$ cat config.mk
export PLATFORM = sky130hd
export DESIGN_NAME = cdb_result_arbiter
export DESIGN_NICKNAME = d
export VERILOG_FILES = /design/src/rtl/cdb_result_arbiter.sv
export SDC_FILE = /design/constraint.sdc
export NUM_CORES = 1
export LEC_CHECK = 0
export CORE_UTILIZATION = 29
export CTS_CLUSTER_SIZE = 20
export DETAILED_ROUTE_END_ITERATION = 8
export GPL_ROUTABILITY_DRIVEN = 0
export SLEW_MARGIN = 20
export SYNTH_ARGS = -nofsm -noshare
export SYNTH_HDL_FRONTEND = slang
export SYNTH_SLANG_ARGS = --single-unit
$ cat constraint.sdc
create_clock -name clock -period 6.4 [get_ports clock]
set_clock_uncertainty 0.1 [all_clocks]
set_input_delay 1.28 -clock clock [delete_from_list [all_inputs] [get_ports clock]]
set_output_delay 1.28 -clock clock [all_outputs]
set_load 0.1 [all_outputs]
$ cat src/rtl/cdb_result_arbiter.sv
// Common Data Bus result stage: per-FU result FIFOs feeding one registered
// broadcast per cycle under round-robin arbitration, with stall and tag-0 detection.
module cdb_result_arbiter #(
    parameter int unsigned N_FU   = 2,
    parameter int unsigned DATA_W = 16,
    parameter int unsigned TAG_W  = 3,
    parameter int unsigned DEPTH  = 2
) (
    input  logic                     clock,
    input  logic                     reset,
    input  logic [N_FU-1:0]          fu_valid,
    output logic [N_FU-1:0]          fu_ready,
    input  logic [N_FU*TAG_W-1:0]    fu_tag,
    input  logic [N_FU*DATA_W-1:0]   fu_data,
    input  logic                     cdb_stall,
    output logic                     cdb_valid,
    output logic [TAG_W-1:0]         cdb_tag,
    output logic [DATA_W-1:0]        cdb_data,
    output logic [N_FU-1:0]          cdb_grant,
    output logic                     tag_err
);

    localparam int unsigned PTR_W = $clog2(DEPTH);
    localparam int unsigned CNT_W = $clog2(DEPTH + 1);
    localparam int unsigned IDX_W = $clog2(N_FU);

    logic [N_FU-1:0]        nonempty;
    logic [N_FU-1:0]        push;
    logic [N_FU-1:0]        pop;
    logic [N_FU-1:0]        bad_push;
    logic [N_FU*TAG_W-1:0]  head_tag;
    logic [N_FU*DATA_W-1:0] head_data;

    logic [IDX_W-1:0]       last;
    logic [IDX_W-1:0]       win_idx;
    logic [IDX_W-1:0]       arb_cand;
    logic                   win_found;
    logic [TAG_W-1:0]       sel_tag;
    logic [DATA_W-1:0]      sel_data;

    // Per-FU result FIFO; fu_ready looks only at the registered count, so a
    // full FIFO refuses a push even on the edge it is popped.
    for (genvar g = 0; g < N_FU; g++) begin : g_fifo
        logic [TAG_W-1:0]  tag_mem  [DEPTH];
        logic [DATA_W-1:0] data_mem [DEPTH];
        logic [PTR_W-1:0]  wr_ptr;
        logic [PTR_W-1:0]  rd_ptr;
        logic [CNT_W-1:0]  count;
        logic              tag_zero;

        assign tag_zero     = (fu_tag[g*TAG_W +: TAG_W] == '0);
        assign fu_ready[g]  = (count != CNT_W'(DEPTH));
        assign nonempty[g]  = (count != '0);
        assign push[g]      = fu_valid[g] & fu_ready[g] & ~tag_zero;
        assign bad_push[g]  = fu_valid[g] & fu_ready[g] & tag_zero;
        assign head_tag[g*TAG_W +: TAG_W]    = tag_mem[rd_ptr];
        assign head_data[g*DATA_W +: DATA_W] = data_mem[rd_ptr];

        always_ff @(posedge clock) begin
            if (push[g]) begin
                tag_mem[wr_ptr]  <= fu_tag[g*TAG_W +: TAG_W];
                data_mem[wr_ptr] <= fu_data[g*DATA_W +: DATA_W];
            end
        end

        always_ff @(posedge clock) begin
            if (reset) begin
                wr_ptr <= '0;
                rd_ptr <= '0;
                count  <= '0;
            end else begin
                if (push[g]) begin
                    wr_ptr <= wr_ptr + PTR_W'(1);
                end
                if (pop[g]) begin
                    rd_ptr <= rd_ptr + PTR_W'(1);
                end
                case ({push[g], pop[g]})
                    2'b10:   count <= count + CNT_W'(1);
                    2'b01:   count <= count - CNT_W'(1);
                    default: count <= count;
                endcase
            end
        end
    end

    // Round-robin search starting just after the last granted FU.
    always_comb begin
        win_found = 1'b0;
        win_idx   = '0;
        arb_cand  = '0;
        for (int unsigned k = 1; k <= N_FU; k++) begin
            arb_cand = IDX_W'((32'(last) + k) % N_FU);
            if (!win_found && nonempty[arb_cand]) begin
                win_found = 1'b1;
                win_idx   = arb_cand;
            end
        end
    end

    always_comb begin
        pop      = '0;
        sel_tag  = head_tag[32'(win_idx)*TAG_W +: TAG_W];
        sel_data = head_data[32'(win_idx)*DATA_W +: DATA_W];
        if (!cdb_stall && win_found) begin
            pop[win_idx] = 1'b1;
        end
    end

    // Broadcast registers; tag/data hold while idle or stalled.
    always_ff @(posedge clock) begin
        if (reset) begin
            cdb_valid <= 1'b0;
            cdb_tag   <= '0;
            cdb_data  <= '0;
            cdb_grant <= '0;
            tag_err   <= 1'b0;
            last      <= IDX_W'(N_FU - 1);
        end else begin
            cdb_valid <= |pop;
            cdb_grant <= pop;
            if (|pop) begin
                cdb_tag  <= sel_tag;
                cdb_data <= sel_data;
                last     <= win_idx;
            end
            if (|bad_push) begin
                tag_err <= 1'b1;
            end
        end
    end

endmodule

==> results of run 1 <==
cells by family (layout without fill, tap and decap cells):
| kind of cell | after synthesis | count (layout) | share of synthesized area, % |
|---|---|---|---|
| adder cells (fa/ha/maj) | 2 | 2 | 0.604 |
| multiplexers | 38 | 38 | 9.75 |
| AND/OR/NAND/NOR | 46 | 46 | 6.46 |
| flip-flops | 110 | 110 | 71.5 |
| AO/OA/AOI/OAI | 41 | 41 | 8.70 |
| XOR/XNOR | 4 | 4 | 0.846 |
| buffers and inverters | 19 | 92 | 2.14 |
registers in the layout, summed over array words and instances, names as in the netlist, named ones only:
register / count
cdb_tag: 3
g_fifo.rd_ptr: 2
cdb_data: 16
g_fifo.tag_mem: 12
last: 1
cdb_valid: 1
cdb_grant: 2
g_fifo.wr_ptr: 2
g_fifo.data_mem: 64
tag_err: 1
g_fifo.count: 4
cells in the final DEF, fill, tap and decap left out, types with 3 or more instances in the layout:
cell type	n
sky130_fd_sc_hd__a21oi_1	9
sky130_fd_sc_hd__a221o_2	19
sky130_fd_sc_hd__buf_4	4
sky130_fd_sc_hd__clkbuf_16	9
sky130_fd_sc_hd__clkbuf_8	3
sky130_fd_sc_hd__clkdlybuf4s50_1	67
sky130_fd_sc_hd__dfxtp_1	34
sky130_fd_sc_hd__edfxtp_1	76
sky130_fd_sc_hd__inv_1	5
sky130_fd_sc_hd__mux2_2	19
sky130_fd_sc_hd__mux2i_1	19
sky130_fd_sc_hd__nand3_1	3
sky130_fd_sc_hd__nor2_1	8
sky130_fd_sc_hd__nor3_1	3
sky130_fd_sc_hd__nor4_1	19
sky130_fd_sc_hd__o21ai_0	4
sky130_fd_sc_hd__or3_1	5
report_power, final:
part / switching [mW] / internal, mW / total [mW] / leakage (nW)
Sequential: 0.102 / 0.903 / 1.01 / 0.986
Clock: 0.248 / 0.301 / 0.549 / 0.151
Combinational: 0.618 / 0.283 / 0.901 / 0.609
Total: 0.968 / 1.49 / 2.46 / 1.75
worst paths after layout:
kind                              to  slack (ns)  cells past startpoint
setup reg to reg  g_fifo[1].count[1]        4.14                      5
hold reg to reg           cdb_tag[1]        0.40                      1
setup / recovery         fu_ready[1]        2.80                      2
hold / removal            cdb_tag[1]        0.40                      1
routing by layer:
metal / up-vias / track usage (%) / part of all wire [%]
li1: 1168 / - / -
met1: 1155 / 15.8 / 46
met2: 49 / 18.3 / 47
met3: 12 / 3.37 / 5.1
met4: 0 / 6.02 / 1.8
met5: - / 0 / 0
layout make-up:
cell class	instances	area [um^2]
clock buffers	12	267
clock inverters	4	37.5
fillers	1293	8620
inverters	5	18.8
multi-input cells	131	1100
flip-flops and latches	110	2960
well taps	180	225
repair buffers	71	701
==> results, run 1 <==
- The horizontal die dimension is 122 um.
- The sum of routed wire length over all layers is 8380 um.
- After floorplanning, the core was sized to cover 13,900 um^2.
- In the synthesized netlist the async set-or-reset flop fraction comes to 0%.
- The cell count after synthesis is 260.
- The minimum clock period is 3.60 ns.
- sky130_fd_sc_hd__edfxtp_1 takes more of the synthesized area than any other cell.
- Setup violations remaining at the end of the flow were counted as 0.
- The total overflow left after global routing is 0.
- For this design the ratio of total power to cell area is 462 nW/um^2.
- TritonCTS built the clock tree.
- The number of H-tree branching levels is 3.
- The post-route netlist has 19.5% of its cells at a drive strength greater than 1.
- For the pin with the worst max-slew slack, the measured transition is 1.09 ns.
- The launching point of the worst reg2reg path is g_fifo[0].count[0].
- The clock-pin slew on the worst setup and hold paths is 0.07 ns.
- In this run, post-CTS hold repair placed 0 buffers.
- The register bit count reported by yosys is 110.
- In the synthesized netlist the dominant register cell turns out to be sky130_fd_sc_hd__edfxtp_1.
- The die covers 14,800 um^2.
- After synthesis, flip-flops and latches occupy 71.5% of the total area.
- By count the netlist is led by 76 x sky130_fd_sc_hd__edfxtp_1, 34 x sky130_fd_sc_hd__dfxtp_1.
- The number of gates resized after cts is 0.
- The initialized floorplan defines 43 standard-cell rows.
- The number of nets produced by synthesis is 305.
- The worst setup path is of the flip-flop to output port kind.
- Data on the critical path arrives at its endpoint at 2.22 ns.
- The most common cell in the synthesized netlist is sky130_fd_sc_hd__edfxtp_1.
- The instance area after placement is 5000 um^2.
- The initial antenna violation count came to 0.
- Walking the worst path, the cells encountered are nand2b_1, clkdlybuf4s50_1.
- Across the VDD grid, the largest voltage drop is 156 uV.
- The die span in y is 122 um.
- Clock tree synthesis found a total of 110 sinks.
- The quantity of I/O buffers inserted on ports is 67.
- The worst hold-check path type is flip-flop to flip-flop.
- The critical path's largest stage delay is 1.17 ns.
- The initial core utilization is 29.7%.
- Headroom to the max-slew limit came out at 27.5%.
- Using the TritonRoute via totals, the vias-per-cell ratio works out to 4.65.
- On the critical path, the stage with the largest delay is an instance of sky130_fd_sc_hd__clkdlybuf4s50_1.
- The flow ran to the end, and the final reports show no timing, DRC or antenna violations.
- The number of buffers created by CTS is 9.
- The source of the worst hold timing path is cdb_tag[1].
- Data on the critical path is required at its endpoint by 5.02 ns.
- The tool flagged a number of max-cap violations equal to 0.
- Sorting the synthesized cells by area gives the leading types as sky130_fd_sc_hd__edfxtp_1 55%, sky130_fd_sc_hd__dfxtp_1 16%, sky130_fd_sc_hd__a221o_2 5.2%.
- The layout overhead on the synthesized area is 28.1%.
- The antenna violation net count after detailed routing is 0.
- Timing analysis after detailed placement gives a worst setup slack of 2.93 ns.
- The buffer levels on the longest clock path is 2.
- Setup repair after global routing left no endpoint under its margin.
- The net count of the finished layout is 373.
- The final core utilization is 38.1%.
- After detailed placement, the design holds a cell count of 497.
- The post-synthesis instance area is 4140 um^2.
- The count of synthesis-stage warnings from yosys is 0.
- The fraction of post-synthesis cell area in the top cell type by area is 55.1%.
- The number of setup buffers added after CTS is 0.
- The highest fanout seen on the critical path is 6.
- The first global-routing pass estimated 13,000 um of wire.
- In this run the static leakage power is 1.75 nW.
- The startpoint type of the worst setup path is a flip-flop.
- The routed length per placed instance is 16.3 um.
- The final hold slack is 0.400 ns.
- The half-perimeter wire length after placement is 5950 um.
- The least setup slack across all paths after layout is 2.80 ns.
- 68 I/O pins were placed.
- The buffers plus inverters on the worst setup path is 1.
- The final non-filler cell total is 513.
- The CTS root buffer is sky130_fd_sc_hd__clkbuf_16.
- The count of inserted antenna diode cells is 0.
- At the later pin of the worst-skew pair, clock insertion delay measures 0.35 ns.
- In this run, the number of DRC markers left after iteration 0 of detailed routing was 111.
- The post-layout total power is 2.46 mW.
- In this run, synthesis inferred 76 flip-flops with an integrated enable.
- Global routing used 12.1% of the available tracks across all layers.
- The largest net degree at the start of global routing is 36.
- The kind of cell with the highest combined delay along the critical path is buffers and inverters.
- In this run, distinct cell masters in the synthesized netlist total 34.
- For this run, design rule violations remaining after detail routing come to 0.
- In the final timing run, aggregate negative setup slack is 0 ns.
- The final critical path takes up 56.2% of the cycle.
- The cell area after layout is 5310 um^2.
- The via count of the first global-routing pass is 2,385.
- The number of hold violations in the final report is 0.
- STA classifies the critical path endpoint as an output port.
- Dividing the synthesized area by the synthesized cell count gives 15.9 um^2.
- The count of final max-slew check failures was 0.
- In this run the worst setup path begins at g_fifo[1].count[0].
- Across all layers, the routed design uses 2,384 vias.
- The pre-antenna-repair detailed-routing pass consisted of 4 iterations.
- The highest attainable clock frequency is 0.278 GHz.
No activity file was read; power rests on OpenSTA's default activity.
==> run 2: changes to the inputs <==
==> constraint.sdc (replaced) <==
create_clock -name clock -period 3.3 [get_ports clock]
set_clock_uncertainty 0.1 [all_clocks]
set_input_delay 0.66 -clock clock [delete_from_list [all_inputs] [get_ports clock]]
set_output_delay 0.66 -clock clock [all_outputs]
set_load 0.1 [all_outputs]
==> run 2 against run 1 <==
Worst setup slack got worse by 1.9 ns. Combinational power up 98%. Sequential share of layout area grew 0.20 points. Utilization down 0.13 points. Register-to-register slack worse by 2.8 ns. Final cell count is 1.4% higher. Critical path type is now primary input to flip-flop. Critical endpoint is now g_fifo[1].count[1]. Largest cell class unchanged.
==> results, run 2 (synthesized netlist as in run 1, its figures left out) <==
- The number of setup buffers added after CTS is 0 (unchanged).
- The area used by sequential logic in the layout came to 2960 um^2 (unchanged).
- The worst-case reg-to-reg path depth is 6 (was 5).
- The insertion delay of the later-clocked pin in the worst-skew pair is 0.34 ns (was 0.35 ns).
- The worst hold-check path type is flip-flop to flip-flop (unchanged).
- The buffer levels on the longest clock path is 2 (unchanged).
- The met1 track demand over resource in global routing is 16.3% (was 15.8%).
- The worst supply voltage drop on vdd was 370 uV (was 156 uV).
- The total of hold buffers inserted after clock tree synthesis is 0 (unchanged).
- The cell depth of the worst min-delay path is 1 (unchanged).
- The final net count was 380 (was 373).
- The highest attainable clock frequency is 0.414 GHz.
- The clock-pin slew on the worst setup and hold paths is 0.07 ns (about the same).
- The worst path required time is 3.47 ns (was 5.02 ns).
- The count of inserted antenna diode cells is 0 (unchanged).
- Commonest cells after routing, fill and taps aside: 76 x sky130_fd_sc_hd__edfxtp_1, 42 x sky130_fd_sc_hd__clkdlybuf4s50_1, 36 x sky130_fd_sc_hd__buf_4 (was 76 x sky130_fd_sc_hd__edfxtp_1, 67 x sky130_fd_sc_hd__clkdlybuf4s50_1, 34 x sky130_fd_sc_hd__dfxtp_1).
- The number of hold violations in the final report is 0 (unchanged).
- The combined global-route utilization of all metal layers came to 12.7% (was 12.1%).
- The static leakage was 1.82 nW (was 1.75 nW).
- The number of H-tree branching levels is 3 (unchanged).
- The half-perimeter wire length after placement was 6050 um (was 5950 um).
- The die area came to 14,800 um^2 (unchanged).
- The most common library cell in the layout ignoring fill and taps is sky130_fd_sc_hd__edfxtp_1 (unchanged).
- The layout overhead on the synthesized area is 27.7% (was 28.1%).
- Largest registers ranked by flip-flop count: g_fifo.data_mem: 64 flops, cdb_data: 16 flops, g_fifo.tag_mem: 12 flops (unchanged).
- The critical setup path kind is primary input to flip-flop (was flip-flop to output port).
- The total number of placement rows is 43 (unchanged).
- The initial core utilization is 29.7% (unchanged).
- The final number of setup-violating endpoints is 0 (unchanged).
- The minimum clock period is 2.41 ns.
- Run status: finished, final reports clean (unchanged).
- The initial antenna violation count came to 0 (unchanged).
- The via-per-instance ratio is 4.73 (was 4.65).
- The count of final max-slew check failures is 0 (unchanged).
- The global-route layer with the greatest usage was met2 (unchanged).
- The actual slew at the worst max-slew pin is 0.981 ns (was 1.09 ns).
- The critical path's largest stage delay is 0.47 ns (was 1.17 ns).
- The quantity of I/O buffers inserted on ports came to 67 (unchanged).
- The die span in y is 122 um (unchanged).
- The final core utilization is 38.0% (was 38.1%).
- The placed instance count came to 504 (was 497).
- The via count of the first global-routing pass is 2,539 (was 2,385).
- The fraction of met2 tracks used by global routing is 19.6% (was 18.3%).
- The largest net degree at the start of global routing is 23 (was 36).
- The number of buffers created by CTS is 9 (unchanged).
- The cell with the biggest individual delay on the critical path was sky130_fd_sc_hd__clkdlybuf4s50_1 (unchanged).
- The horizontal die dimension is 122 um (unchanged).
- The final routed DRC violation total is 0 (unchanged).
- Cell-by-cell listing of the critical path: clkdlybuf4s50_1, or3_1, nand3_1, ha_1, or3_2, a21oi_1 (was nand2b_1, clkdlybuf4s50_1).
- The cell class contributing the biggest share of worst-path delay is simple AND/OR/NAND/NOR gates (was buffers and inverters).
- The DRC violation total after the first TritonRoute iteration is 90 (was 111).
- The detailed-route via count was 2,461 (was 2,384).
- The buffers plus inverters on the worst setup path is 1 (unchanged).
- The routed length per placed instance is 16.6 um (was 16.3 um).
- The share of final-layout standard cells stronger than drive strength 1 is 27.9% (was 19.5%).
- The standard cell core area is 13,900 um^2 (unchanged).
- The critical path capture point type is a flip-flop (was output port).
- The I/O pin count is 68 (unchanged).
- The post-layout total power is 4.77 mW (was 2.46 mW).
- The global routing usage on met3 was 3.04% (was 3.37%).
- The total power density per cell area came to 901 nW/um^2 (was 462 nW/um^2).
- The register-to-register setup slack came to 1.30 ns (was 4.14 ns).
- The TritonCTS clock tree is yes (unchanged).
- The worst max-slew margin expressed relative to the limit was 34.5% (was 27.5%).
- The antenna violation net count after detailed routing is 0 (unchanged).
- The final non-filler cell total came to 520 (was 513).
- The CTS root buffer is sky130_fd_sc_hd__clkbuf_16 (unchanged).
- The highest fanout seen on the critical path came to 4 (was 6).
- The data arrival time of the critical path is 2.59 ns (was 2.22 ns).
- The max capacitance violation total is 0 (unchanged).
- The post-route setup TNS was 0 ns (unchanged).
- The total area of multi-input combinational cells is 1090 um^2 (was 1100 um^2).
- The launching point of the worst reg2reg path is g_fifo[0].count[0] (unchanged).
- The number of flip-flops in the largest register is 64 (unchanged).
- The number of gates resized after cts came to 0 (unchanged).
- The capture point of the worst reg-to-reg path is g_fifo[1].count[1] (unchanged).
- The register bank with the most flops is g_fifo.data_mem (unchanged).
- The sum of routed wire length over all layers is 8620 um (was 8380 um).
- The source of the worst hold timing path is cdb_data[1] (was cdb_tag[1]).
- The clock sink total is 110 (unchanged).
- The part of the cycle the worst path needs is 73.1%.
- The global-route congestion overflow total is 0 (unchanged).
- Unrepaired setup endpoints after global routing: no (unchanged).
- The wire length of the first global-routing pass is 13,800 um (was 13,000 um).
- The number of fill cells in the layout is 1,314 (was 1,293).
- The startpoint type of the worst setup path is a primary input (was flip-flop).
- The endpoint of the worst hold-timing path is cdb_data[1] (was cdb_tag[1]).
- The iteration count of the initial detailed-routing pass is 5 (was 4).
-- run 2: cell types whose count changed in the layout (fill, tap and decap cells not counted), moves of 2 or more --
| cell | change |
|---|---|
| sky130_fd_sc_hd__buf_4 | +32 |
| sky130_fd_sc_hd__clkdlybuf4s50_1 | -25 |
| sky130_fd_sc_hd__clkinv_4 | -2 |
| sky130_fd_sc_hd__clkbuf_1 | +2 |
-- run 2: metrics by stage --
stage	setup slack [ns]	hold slack, ns	cell area [um^2]
6_report	0.886	0.396	5290
2_1_floorplan	0.458	0.374	4140
4_1_cts	0.887	0.399	5290
3_3_place_gp	0.605	0.377	4990
3_5_place_dp	0.547	0.380	4990
5_1_grt	0.778	0.402	5290
-- run 2: how the worst max path moves through the flow --
stage,startpoint,end,cells after the start
2_1_floorplan,g_fifo[1].count[0],g_fifo[1].data_mem[1][0],3
3_3_place_gp,fu_tag[4],g_fifo[1].count[1],6
3_5_place_dp,fu_tag[4],g_fifo[1].count[1],6
4_1_cts,fu_tag[4],g_fifo[1].count[1],6
5_1_grt,fu_tag[4],g_fifo[1].count[1],6
6_report,fu_tag[4],g_fifo[1].count[1],6
-- run 2: per-layer routing --
layer  vias to the layer above  wire, um
li1                       1182         -
met1                      1204      3920
met2                        61      3980
met3                        14       493
met4                         0       218
met5                         -         0
-- run 2: layout make-up --
type | count | share of cell area (%)
multi-input cells | 131 | 20.6
clock inverters | 3 | 0.780
well taps | 180 | 4.26
inverters | 5 | 0.355
flip-flops and latches | 110 | 56.0
clock buffers | 13 | 4.92
repair buffers | 78 | 13.1
-- run 2: worst register-to-register path, cell delays in order (launching register included) --
cell and delay (ns):
sky130_fd_sc_hd__dfxtp_1 0.46, sky130_fd_sc_hd__o21a_1 0.15, sky130_fd_sc_hd__buf_4 0.23, sky130_fd_sc_hd__nor2_1 0.09
sky130_fd_sc_hd__ha_1 0.32, sky130_fd_sc_hd__or3_2 0.46, sky130_fd_sc_hd__a21oi_1 0.14
-- run 2: power breakdown --
part	internal (mW)	total [mW]	leakage [nW]	switching [mW]
clock network	0.630	1.08	0.150	0.452
logic	0.539	1.78	0.685	1.24
registers	1.75	1.91	0.986	0.161
==> run 3: changes to the inputs <==
==> constraint.sdc (replaced) <==
create_clock -name clock -period 2.5 [get_ports clock]
set_clock_uncertainty 0.1 [all_clocks]
set_input_delay 0.5 -clock clock [delete_from_list [all_inputs] [get_ports clock]]
set_output_delay 0.5 -clock clock [all_outputs]
set_load 0.1 [all_outputs]
==> run 3 against run 2 <==
Clock power grew 44%. Largest cell class unchanged. Non-clock buffer count grew 7. Global-route usage shrank 0.47 points. Combinational power grew 37%. Worst setup slack lost 0.55 ns. Wire length shrank 0.89%. Die area is the same. Largest power group unchanged. Critical path depth is the same. Final cell count grew 1.3%. Hold slack lost 0.0020 ns. Total power grew 36%. Via count grew 1.3%.
==> results, run 3 (synthesized netlist as in run 1, its figures left out) <==
- The via count of the first global-routing pass is 2,422 (was 2,539).
- Unrepaired setup endpoints after global routing: no (unchanged).
- The final net count is 387 (was 380).
- The clock-pin slew on the worst setup and hold paths is 0.07 ns (about the same).
- The worst supply voltage drop on vdd came to 417 uV (was 370 uV).
- The worst hold-check path type is flip-flop to flip-flop (unchanged).
- The total number of placement rows is 43 (unchanged).
- The share of final-layout standard cells stronger than drive strength 1 is 31.1% (was 27.9%).
- The half-perimeter wire length after placement is 6080 um (was 6050 um).
- The sum of routed wire length over all layers is 8540 um (was 8620 um).
- The DRC violation total after the first TritonRoute iteration is 150 (was 90).
- The die area is 14,800 um^2 (unchanged).
- The TritonCTS clock tree is yes (unchanged).
- The number of H-tree branching levels is 3 (unchanged).
- The routed length per placed instance is 16.2 um (was 16.6 um).
- The final routed DRC violation total is 0 (unchanged).
- The global-route congestion overflow total came to 0 (unchanged).
- The buffers plus inverters on the worst setup path came to 1 (unchanged).
- The horizontal die dimension is 122 um (unchanged).
- The highest fanout seen on the critical path is 2 (was 4).
- The detailed-route via count is 2,492 (was 2,461).
- The largest net degree at the start of global routing was 23 (unchanged).
- The cell with the biggest individual delay on the critical path is sky130_fd_sc_hd__or3_2 (was sky130_fd_sc_hd__clkdlybuf4s50_1).
- The buffer levels on the longest clock path is 2 (unchanged).
- The max capacitance violation total came to 0 (unchanged).
- The layout overhead on the synthesized area was 30.3% (was 27.7%).
- The area used by sequential logic in the layout was 2960 um^2 (unchanged).
- The critical setup path kind is primary input to flip-flop (unchanged).
- The number of buffers created by CTS is 9 (unchanged).
- The cell class contributing the biggest share of worst-path delay is simple AND/OR/NAND/NOR gates (unchanged).
- The static leakage is 1.86 nW (was 1.82 nW).
- Dividing the final minimum period by the clock period gives 86.4%.
- The standard cell core area is 13,900 um^2 (unchanged).
- The startpoint type of the worst setup path is a primary input (unchanged).
- The final core utilization was 38.7% (was 38.0%).
- The total of hold buffers inserted after clock tree synthesis is 0 (unchanged).
- The iteration count of the initial detailed-routing pass is 4 (was 5).
- The actual slew at the worst max-slew pin was 0.950 ns (was 0.981 ns).
- The total power density per cell area is 1200 nW/um^2 (was 901 nW/um^2).
- The combined global-route utilization of all metal layers is 12.3% (was 12.7%).
- The initial antenna violation count is 0 (unchanged).
- The cell depth of the worst min-delay path was 1 (unchanged).
- The final number of setup-violating endpoints is 0 (unchanged).
- The wire length of the first global-routing pass is 13,300 um (was 13,800 um).
- The critical path capture point type is a flip-flop (unchanged).
- The critical path's largest stage delay is 0.45 ns (was 0.47 ns).
- The instance area after placement is 5060 um^2 (was 4990 um^2).
- The number of setup buffers added after CTS is 0 (unchanged).
- The initial core utilization is 29.7% (unchanged).
- The number of fill cells in the layout is 1,295 (was 1,314).
- The count of final max-slew check failures is 0 (unchanged).
- The count of inserted antenna diode cells is 0 (unchanged).
- Run status: finished, final reports clean (unchanged).
- The CTS root buffer is sky130_fd_sc_hd__clkbuf_16 (unchanged).
- The number of cells on the critical path is 6 (unchanged).
- The number of gates resized after cts is 0 (unchanged).
- The most common library cell in the layout ignoring fill and taps is sky130_fd_sc_hd__edfxtp_1 (unchanged).
- The worst max-slew margin expressed relative to the limit came to 36.6% (was 34.5%).
- The die span in y is 122 um (unchanged).
- The number of flip-flops in the largest register was 64 (unchanged).
- The I/O pin count is 68 (unchanged).
- The via-per-instance ratio is 4.73 (about the same).
- The worst path required time is 2.67 ns (was 3.47 ns).
- The quantity of I/O buffers inserted on ports was 67 (unchanged).
- The register bank with the most flops is g_fifo.data_mem (unchanged).
- The smallest clock period supported by the final layout is computed as 2.16 ns.
- The clock sink total is 110 (unchanged).
- The worst-case reg-to-reg path depth is 3 (was 6).
- Based on the critical path, the design can be clocked at up to 0.463 GHz.
- The antenna violation net count after detailed routing was 0 (unchanged).
- The number of hold violations in the final report is 0 (unchanged).
- The insertion delay of the later-clocked pin in the worst-skew pair is 0.34 ns (about the same).
- The data arrival time of the critical path was 2.33 ns (was 2.59 ns).
- The total area of multi-input combinational cells is 1100 um^2 (was 1090 um^2).
- Largest registers ranked by flip-flop count: g_fifo.data_mem: 64 flops, cdb_data: 16 flops, g_fifo.tag_mem: 12 flops (unchanged).
- The cell area after layout is 5400 um^2 (was 5290 um^2).
- Cell-by-cell listing of the critical path: clkdlybuf4s50_1, or3_1, nand3_1, ha_1, or3_2, a21oi_1 (unchanged).
- Commonest cells after routing, fill and taps aside: 76 x sky130_fd_sc_hd__edfxtp_1, 42 x sky130_fd_sc_hd__clkdlybuf4s50_1, 42 x sky130_fd_sc_hd__buf_4 (was 76 x sky130_fd_sc_hd__edfxtp_1, 42 x sky130_fd_sc_hd__clkdlybuf4s50_1, 36 x sky130_fd_sc_hd__buf_4).
run 3: worst register-to-register path, cell delays in order, from the launching register on:
cell                       delay [ns]
sky130_fd_sc_hd__dfxtp_1         0.45
sky130_fd_sc_hd__nand2b_2        0.22
sky130_fd_sc_hd__nand3_1         0.13
sky130_fd_sc_hd__nor2_2          0.74
run 3: routing by layer:
metal | share of wire [%] | routed length (um) | up-vias | GRT usage [%]
met5 | 0 | 0 | - | 0
met4 | 1.7 | 144 | 0 | 5.09
met3 | 4.8 | 408 | 10 | 3.14
met2 | 45 | 3840 | 73 | 18.3
met1 | 49 | 4150 | 1212 | 16.9
li1 | - | - | 1197 | -
run 3: cell type report:
type | instances | share of cell area, %
Clock buffer | 9 | 4.17
Sequential cell | 110 | 54.9
Tap cell | 180 | 4.17
Timing Repair Buffer | 85 | 14.0
Inverter | 5 | 0.348
Multi-Input combinational cell | 131 | 20.4
Clock inverter | 7 | 2.02
run 3: stage by stage:
stage | worst slack, ns | cells | hold slack (ns) | power [mW] | setup TNS, ns
2_1_floorplan | 0.287 | 260 | 0.374 | 4.35 | 0
3_3_place_gp | 0.00125 | 511 | 0.382 | 4.93 | 0
3_5_place_dp | -0.0555 | 511 | 0.378 | 4.98 | -1.04
4_1_cts | 0.319 | 527 | 0.397 | 6.53 | 0
5_1_grt | 0.228 | 527 | 0.415 | 6.74 | 0
6_report | 0.340 | 527 | 0.394 | 6.47 | 0
run 3: power breakdown:
part           internal [mW]  leakage, nW  switching, mW  total, mW
sequential              2.31        0.986          0.173       2.48
combinational          0.748        0.721           1.69       2.44
clock                  0.892        0.155          0.662       1.55
run 3: path summary, 6_finish.rpt:
path	startpoint	slack [ns]	end
max	fu_tag[4]	0.34	g_fifo[1].count[1]
min	cdb_data[1]	0.39	cdb_data[1]
max reg2reg	g_fifo[1].count[0]	0.47	g_fifo[1].data_mem[1][5]
min reg2reg	cdb_data[1]	0.39	cdb_data[1]
